## config.mk

```make
export PLATFORM = sky130hd
export DESIGN_NAME = boot_ram_loader_flat
export DESIGN_NICKNAME = d
export VERILOG_FILES = /design/src/rtl/boot_ram_loader_if.sv /design/src/rtl/boot_ram_loader.sv /design/src/flat_wrapper.sv
export SDC_FILE = /design/constraint.sdc
export NUM_CORES = 1
export LEC_CHECK = 0
export ABC_CLOCK_PERIOD_IN_PS = 3800
export BUFFER_PORTS_ARGS = -buffer_cell sky130_fd_sc_hd__buf_2
export CELL_PAD_IN_SITES_DETAIL_PLACEMENT = 1
export CELL_PAD_IN_SITES_GLOBAL_PLACEMENT = 1
export CORE_ASPECT_RATIO = 1.5
export CORE_MARGIN = 3
export CORE_UTILIZATION = 47
export DETAILED_ROUTE_END_ITERATION = 8
export GPL_TIMING_DRIVEN = 0
export PLACE_DENSITY = 0.9
export REMOVE_ABC_BUFFERS = 1
export SKIP_LAST_GASP = 1
export SLEW_MARGIN = 20
export SYNTH_ARGS = -nofsm -noshare
export SYNTH_HDL_FRONTEND = slang
export SYNTH_SLANG_ARGS = --single-unit
```

## constraint.sdc

```tcl
create_clock -name clk -period 3.8 [get_ports clk]
set_input_delay 0.19 -clock clk [delete_from_list [all_inputs] [get_ports clk]]
set_output_delay 0.19 -clock clk [all_outputs]
set_load 0.01 [all_outputs]
```

## src/rtl/boot_ram_loader_if.sv

```systemverilog
// rtl/boot_ram_loader_if.sv - host byte stream in, byte-lane boot RAM write port out
interface boot_ram_loader_if #(
    parameter int ADDR_W = 11,
    parameter int LANES  = 4
);
    logic [7:0]        s_data;
    logic              s_valid;
    logic              s_ready;
    logic [LANES-1:0]  ram_ce;
    logic              ram_wre;
    logic [ADDR_W-1:0] ram_ad;
    logic [7:0]        ram_din;

    modport master (
        output s_data, s_valid,
        input  s_ready, ram_ce, ram_wre, ram_ad, ram_din
    );

    modport slave (
        input  s_data, s_valid,
        output s_ready, ram_ce, ram_wre, ram_ad, ram_din
    );
endinterface

```

## src/rtl/boot_ram_loader.sv

```systemverilog
// rtl/boot_ram_loader.sv - framed boot image loader: length/checksum check, lane RAM writes, core hold
module boot_ram_loader #(
    parameter int         ADDR_W    = 11,
    parameter int         LANES     = 4,
    parameter logic [7:0] SYNC_BYTE = 8'hA5,
    parameter int         MAX_BYTES = 8192
) (
    input  logic                    clk,
    input  logic                    reset,
    boot_ram_loader_if.slave        bus,
    input  logic                    rearm,
    output logic                    cpu_hold,
    output logic                    done,
    output logic [1:0]              err_code
);
    // One spare counter bit so a full image ends at MAX_BYTES instead of wrapping to 0.
    localparam int          CNT_W   = ADDR_W + 3;
    localparam logic [16:0] MAX_LEN = 17'(MAX_BYTES);

    typedef enum logic [2:0] {
        ST_IDLE, ST_LEN0, ST_LEN1, ST_DATA, ST_CSUM, ST_DONE, ST_ERROR
    } state_t;

    state_t            state_q, state_d;
    logic [15:0]       len_q, len_d;
    logic [CNT_W-1:0]  cnt_q, cnt_d;
    logic [7:0]        sum_q, sum_d;
    logic              wre_q, wre_d;
    logic [LANES-1:0]  ce_q, ce_d;
    logic [ADDR_W-1:0] ad_q, ad_d;
    logic [7:0]        din_q, din_d;
    logic              done_q, done_d;
    logic              hold_q, hold_d;
    logic [1:0]        err_q, err_d;

    logic              s_ready;
    logic              accept;
    logic [15:0]       len_full;
    logic              len_bad;
    logic              last_byte;
    logic [7:0]        sum_add;
    logic              parked;

    assign accept    = bus.s_valid & s_ready;
    assign len_full  = {bus.s_data, len_q[7:0]};
    assign len_bad   = (len_full == 16'd0) || ({1'b0, len_full} > MAX_LEN);
    assign last_byte = (16'(cnt_q) == (len_q - 16'd1));
    assign sum_add   = sum_q + bus.s_data;
    assign parked    = (state_q == ST_DONE) || (state_q == ST_ERROR);

    always_ff @(posedge clk) begin
        if (reset) begin
            state_q <= ST_IDLE;
        end else begin
            state_q <= state_d;
        end
    end

    always_comb begin
        state_d = state_q;
        case (state_q)
            ST_IDLE:  if (accept && bus.s_data == SYNC_BYTE) state_d = ST_LEN0;
            ST_LEN0:  if (accept) state_d = ST_LEN1;
            ST_LEN1:  if (accept) state_d = len_bad ? ST_ERROR : ST_DATA;
            ST_DATA:  if (accept && last_byte) state_d = ST_CSUM;
            ST_CSUM:  if (accept) state_d = (sum_add == 8'h00) ? ST_DONE : ST_ERROR;
            ST_DONE,
            ST_ERROR: if (rearm) state_d = ST_IDLE;
            default:  state_d = ST_IDLE;
        endcase
    end

    always_comb begin
        s_ready = !parked;
        len_d   = len_q;
        cnt_d   = cnt_q;
        sum_d   = sum_q;
        wre_d   = 1'b0;
        ce_d    = '0;
        ad_d    = ad_q;
        din_d   = din_q;
        err_d   = err_q;
        if (accept) begin
            case (state_q)
                ST_LEN0: len_d[7:0] = bus.s_data;
                ST_LEN1: begin
                    len_d[15:8] = bus.s_data;
                    cnt_d       = '0;
                    sum_d       = 8'h00;
                    if (len_bad) err_d = 2'b01;
                end
                ST_DATA: begin
                    // Byte address = cnt_q: low two bits pick the lane, the rest is the word.
                    sum_d = sum_add;
                    cnt_d = cnt_q + CNT_W'(1);
                    wre_d = 1'b1;
                    ce_d  = LANES'(1) << cnt_q[1:0];
                    ad_d  = cnt_q[ADDR_W+1:2];
                    din_d = bus.s_data;
                end
                ST_CSUM: if (sum_add != 8'h00) err_d = 2'b10;
                default: ;
            endcase
        end
        if (parked && rearm) err_d = 2'b00;
        done_d = (state_d == ST_DONE);
        hold_d = (state_d != ST_DONE);
    end

    always_ff @(posedge clk) begin
        if (reset) begin
            len_q  <= 16'd0;
            cnt_q  <= '0;
            sum_q  <= 8'h00;
            wre_q  <= 1'b0;
            ce_q   <= '0;
            ad_q   <= '0;
            din_q  <= 8'h00;
            done_q <= 1'b0;
            hold_q <= 1'b1;
            err_q  <= 2'b00;
        end else begin
            len_q  <= len_d;
            cnt_q  <= cnt_d;
            sum_q  <= sum_d;
            wre_q  <= wre_d;
            ce_q   <= ce_d;
            ad_q   <= ad_d;
            din_q  <= din_d;
            done_q <= done_d;
            hold_q <= hold_d;
            err_q  <= err_d;
        end
    end

    assign bus.s_ready = s_ready;
    assign bus.ram_wre = wre_q;
    assign bus.ram_ce  = ce_q;
    assign bus.ram_ad  = ad_q;
    assign bus.ram_din = din_q;
    assign done        = done_q;
    assign cpu_hold    = hold_q;
    assign err_code    = err_q;
endmodule

```

## src/flat_wrapper.sv

```systemverilog
// flat-port wrapper written by rule: the top's interface ports become plain ports
module boot_ram_loader_flat 
#(
    parameter int         ADDR_W    = 11,
    parameter int         LANES     = 4,
    parameter logic [7:0] SYNC_BYTE = 8'hA5,
    parameter int         MAX_BYTES = 8192
)
  (clk, reset, rearm, cpu_hold, done, err_code, bus_s_data, bus_s_valid, bus_s_ready, bus_ram_ce, bus_ram_wre, bus_ram_ad, bus_ram_din);
  boot_ram_loader_if #(.ADDR_W(ADDR_W), .LANES(LANES)) bus_i ();
  input  logic clk;
  input  logic reset;
  input  logic rearm;
  output logic cpu_hold;
  output logic done;
  output logic [1:0] err_code;
  input wire logic [$bits(bus_i.s_data)-1:0] bus_s_data;
  input wire logic [$bits(bus_i.s_valid)-1:0] bus_s_valid;
  output wire logic [$bits(bus_i.s_ready)-1:0] bus_s_ready;
  output wire logic [$bits(bus_i.ram_ce)-1:0] bus_ram_ce;
  output wire logic [$bits(bus_i.ram_wre)-1:0] bus_ram_wre;
  output wire logic [$bits(bus_i.ram_ad)-1:0] bus_ram_ad;
  output wire logic [$bits(bus_i.ram_din)-1:0] bus_ram_din;
  assign bus_i.s_data = bus_s_data;
  assign bus_i.s_valid = bus_s_valid;
  assign bus_s_ready = bus_i.s_ready;
  assign bus_ram_ce = bus_i.ram_ce;
  assign bus_ram_wre = bus_i.ram_wre;
  assign bus_ram_ad = bus_i.ram_ad;
  assign bus_ram_din = bus_i.ram_din;
  boot_ram_loader #(.ADDR_W(ADDR_W), .LANES(LANES), .SYNC_BYTE(SYNC_BYTE), .MAX_BYTES(MAX_BYTES)) u_core (.clk(clk), .reset(reset), .bus(bus_i), .rearm(rearm), .cpu_hold(cpu_hold), .done(done), .err_code(err_code));
endmodule
```

After elaboration in Yosys (flattened, before gate mapping)
Cells that the tools add are included.

Register bits: 69. Input port bits: 12. Output and inout port bits: 29. Logic and storage cells: 68.

Add/subtract/negate cells: 3. $lt $le $gt $ge: 1. Eq/ne operators: 12. Shifts and indexed selects: 1. Multiplexer cells: 15. Bitwise gates (word level): 3. Reductions and logical operators: 21.

Operators by type and width (number): 14-bit one-hot mux with 2 select lines (1); 3-bit 2-to-1 mux (7); 3-bit one-hot mux with 6 select lines (1); 14-bit by 16-bit equality test with 1-bit output (1); 16-bit by 14-bit > comparator with 1-bit output, second input constant (1); 16-bit logical NOT (1); 8-bit one-hot mux with 2 select lines (1); 16-bit by 1-bit subtractor with 16-bit output, second input constant (1); 14-bit by 1-bit adder with 14-bit output, second input constant (1); 3-bit equality test, second input constant (4); 8-bit adder (1); 8-bit equality test, second input constant (1); 8-bit logical NOT (1); 2-bit AND reduction (4); 8-bit nonzero test (1); 3-bit by 2-bit equality test with 1-bit output, second input constant (2); 2-bit 2-to-1 mux (3); 2-bit OR reduction (3); 2-bit by 1-bit != test with 1-bit output, second input constant (2); 2-bit one-hot mux with 2 select lines (1); 4-bit AND reduction (1); 2-bit nonzero test (2); 1-bit by 2-bit << shifter with 4-bit output, first input constant (1); 3-bit by 1-bit equality test with 1-bit output, second input constant (1); other kinds (9) (13).

Depth between registers and ports, before layout
Depth in word-level cells: 8. Mapped depth: 10. Depth with buffers taken out: 10.

Worst setup path after synthesis
No wires, ideal clock.

Kind: reg2reg. From: reg u_core.len_q[0]. To: reg u_core.done_q (netlist: u_core.done). Library setup time: 0.115 ns. Data arrival time: 2.254 ns. Data required time: 3.685 ns. Slack: 1.431 ns. Stages on the path, launching flop included: 11. Path buffers: 1. Clock period less this slack: 2.369 ns. Cell sequence: dfxtp_1 > inv_1 > ha_1 > buf_4 > or4b_1 > or3_1 > o211ai_1 > nand2b_1 > nand4b_1 > o21a_1 > o21a_1.

Cells in the longest elaborated chain, start to end: 6. Elaborated cells between the ends (all ways): 11. Classes of those cells: 1 x add/sub; 1 x order compare; 2 x eq/ne; 4 x mux; 3 x reduce/logical.

RTL lines: from (decl) (line boot_ram_loader.sv:25) `logic [15:0] len_q, len_d;`; from (signal assigned) (line boot_ram_loader.sv:123) `len_q <= len_d;`; 16-bit by 1-bit subtractor with 16-bit output, or another cell as far along (line boot_ram_loader.sv:47) `assign last_byte = (16'(cnt_q) == (len_q - 16'd1));`; 14-bit by 16-bit equality test with 1-bit output or 1-bit logical OR (tied branches) (line boot_ram_loader.sv:47, boot_ram_loader.sv:46); 1-bit logical AND or 3-bit 2-to-1 mux (tied branches) (line boot_ram_loader.sv:65, boot_ram_loader.sv:64); 3-bit 2-to-1 mux (on tied branches) (line boot_ram_loader.sv:65, boot_ram_loader.sv:64); 3-bit one-hot mux with 6 select lines (*) (line boot_ram_loader.sv:61) `case (state_q)`; 3-bit equality test (*) (line boot_ram_loader.sv:106) `done_d = (state_d == ST_DONE);`; to (signal assigned) (line boot_ram_loader.sv:130) `done_q <= done_d;`; to (decl) (line boot_ram_loader.sv:32) `logic done_q, done_d;`.

Mark *: on every way between the ends. The rest lies on a longest branch, timed or not. A chain may end at the register's enable or synchronous reset.

Worst setup path in the final report
From: reg u_core.len_q[0]. To: reg u_core.state_q[1].

Cells in the longest elaborated chain, start to end: 5.

RTL lines: 16-bit by 1-bit subtractor with 16-bit output (line boot_ram_loader.sv:47); 14-bit by 16-bit equality test with 1-bit output (line boot_ram_loader.sv:47); 1-bit logical AND (line boot_ram_loader.sv:65) `ST_DATA: if (accept && last_byte) state_d = ST_CSUM;`; 3-bit 2-to-1 mux (line boot_ram_loader.sv:65); 3-bit one-hot mux with 6 select lines (line boot_ram_loader.sv:61); to (signal assigned) (line boot_ram_loader.sv:55) `state_q <= state_d;`; to (decl) (line boot_ram_loader.sv:24) `state_t state_q, state_d;`.

Every way passes these cells.

==> results.json <==
{
  "final.min_clock_period_ps": 2799,
  "drv_cap": 0,
  "nNetsFinal": 484,
  "dpl.hpwl_mm": 6.853,
  "place_area_sq_mm": 0.003747,
  "clock_latency_ps": 370,
  "die_w_um": 76.57,
  "synth_area_leaders": "dfxtp_1 39%, nand2_1 9.4%, xor2_1 6.0%",
  "swShare_pct": 24.93,
  "num_rows": 38,
  "boundaryPins": 41,
  "vias": 3149,
  "post_cts_buffers": 0,
  "synthesis.area_sq_mm": 0.003511,
  "clk_pin_slew_ps": 90,
  "critPathRequiredTime_ps": 4010,
  "synth_edf_count": 0,
  "initial_core_util_pct": 48.58,
  "synth.cells.most_frequent": "88 x nand2_1, 69 x dfxtp_1, 40 x a21oi_1",
  "leakagePower_uw": 0.001569,
  "portBuffers": 40,
  "skew_ps": 13.26,
  "areaGrowthSynthToFinish_pct": 12.58,
  "grt_pass1_wl_mm": 15.66,
  "synth_top_area_share_pct": 39.34,
  "arrival_ps": 3010,
  "routabilityCongestion": 0.8692,
  "first_iter_violations": 128,
  "clockBufferDepth": 2,
  "switchingPower_uw": 348.9,
  "cp-end-kind": "flop",
  "cts_root_buffer": "clkbuf_8",
  "total_power_uw": 1400,
  "dieArea_sq_mm": 0.008564,
  "p_comb_share_pct": 3.9,
  "synth_warnings": 0,
  "drtPass1Iterations": 4,
  "fin_ws_ps": 1001,
  "async_flop_share_pct": 0,
  "rr_worst_depth": 9,
  "worst_pin_slew_ps": 793.8,
  "final_cell_area_sq_mm": 0.003953,
  "cts_tree": "yes",
  "gr-usage-all-layers_pct": 22.92,
  "syn_avg_cell_area_sq_um": 8.108,
  "cp_max_fo": 8,
  "path_class": "flop to flop",
  "status": "finished, final reports clean",
  "hold_depth": 3,
  "hold_viol_final": 0,
  "max_slew_margin_pct": 46.67,
  "synth_top_area_cell": "dfxtp_1",
  "p_seq_share_pct": 51.6,
  "max_freq_mhz": 357.3,
  "grt_pass1_vias": 3317,
  "cts_buffers": 9,
  "synthCells": 433,
  "antenna_cells": 0,
  "whs_ps": 128.6,
  "detail-route-antenna-nets": 0,
  "p_clk_share_pct": 44.5,
  "synth_seq_cells": 69,
  "holdBufCountCts": 0,
  "grt_max_degree": 42,
  "core_sq_mm": 0.007227,
  "synth_cell_type_count": 60,
  "rrSetupSlack_ps": 1000,
  "seq_area_frac_synth_pct": 39.34,
  "dp.cells": 551,
  "synth.most_common_cell": "nand2_1",
  "rsz0062_at_grt": "no",
  "die_h_um": 111.9,
  "ir_drop_uv": 261.0,
  "post_cts_resized": 0,
  "power_density_mw_per_mm2": 354.1,
  "drc_errors": 0,
  "setup_viol": 0,
  "cp-start-kind": "flop",
  "drive_above_1_share_pct": 14.35,
  "drv_slew": 0,
  "wirelength_mm": 9.131,
  "htreeDepth": 3,
  "post-route-period-util_pct": 73.66,
  "ys_dominant_reg_cell": "dfxtp_1",
  "cts_sinks": 69,
  "antenna_found_initial": 0,
  "grt_overflow": 0,
  "fin_cells": 567,
  "wl_per_cell_um": 16.10,
  "pre_cts_ws_ps": 1047,
  "drt-vias-per-instance": 5.554,
  "worstHoldPathType": "input pin to flop",
  "intPower_uw": 1051
}
layer usage:
metal  GRT usage, %  part of all wire [%]  up-vias
li1               -                     -     1560
met1          23.85                    39     1491
met2          42.45                    54       68
met3          4.773                   2.9       30
met4          12.33                   4.2        0
met5              0                     0        -
power by group through the flow:
stage | clock, uW | combinational, uW | sequential, uW
floorplan | 0 | 24.7 | 740
global placement | 0 | 51.2 | 740
detailed placement | 0 | 53.5 | 740
CTS | 632 | 53.9 | 723
global route | 671 | 59.9 | 723
finish | 623 | 54.4 | 723
worst paths after layout:
path,to,start
min reg2reg,u_core.bus.ram_ad[3]$_SDFFE_PP0P_,u_core.bus.ram_ad[3]$_SDFFE_PP0P_
max reg2reg,u_core.state_q[1]$_SDFF_PP0_,u_core.len_q[0]$_SDFFE_PP0P_
max,u_core.state_q[1]$_SDFF_PP0_,u_core.len_q[0]$_SDFFE_PP0P_
min,u_core.bus.ram_din[3]$_SDFFE_PP0P_,bus_s_data[3]
state kept, by name, indices dropped and copies added, names as in the netlist:
name,cells
u_core.bus.ram_ad,11
u_core.bus.ram_ce,4
u_core.bus.ram_din,8
u_core.bus.ram_wre,1
u_core.cnt_q,14
u_core.cpu_hold,1
u_core.done,1
u_core.err_code,2
u_core.len_q,16
u_core.state_q,3
u_core.sum_q,8
cells by family (layout without fill, tap and decap cells):
logic type | count (synthesis) | after routing | synth area share (%)
simple gates | 193 | 193 | 27.37
compound gates | 88 | 88 | 15.72
flops | 69 | 69 | 39.34
xor+xnor | 37 | 37 | 9.230
buf+inv | 35 | 69 | 4.276
fa+ha+maj | 10 | 10 | 3.778
mux | 1 | 1 | 0.2851
through the flow:
stage                     setup TNS, ps  util [%]
final                                 0     54.69
after global routing                  0     54.69
after CTS                             0     54.69
after detailed placement              0     51.85
after global placement           -182.3     51.63
after floorplan                       0         -
worst max-delay path, stage by stage (launching register included):
cell and delay, ps:
dfxtp_1 370, inv_1 80, ha_1 370, or4b_1 530, or3_1 350, o211ai_1 170
nand2b_1 70, nand4b_1 280, o21ai_0 290, a41oi_1 140
layout make-up:
class	count	area, sq um
fillers	944	3274
inverters	12	45.04
repair buffers	41	211.5
flip-flops and latches	69	1381
clock buffers	9	123.9
clock inverters	7	81.33
multi-input cells	329	1984
well taps	100	125.1
placed cells by master (no fill, tap or decap), types with 2 or more instances in the layout:
master,n
a221oi_1,2
dfxtp_1,69
nand4b_1,3
xnor2_1,13
a21oi_1,40
nand4_1,7
nor3_1,10
nor2b_1,5
clkbuf_8,9
nand2b_1,7
o21ai_0,14
inv_6,3
xor2_1,24
or3_1,7
o21a_1,4
a41oi_1,2
ha_1,9
nor3b_1,5
clkinv_4,2
and3_1,4
buf_2,40
nor4_1,3
nand3_1,8
or4_1,3
a22o_1,5
inv_1,12
nand2_1,88
nor2_1,29
a31oi_1,3
nand3b_1,3
(Power assumes the default switching activity.)
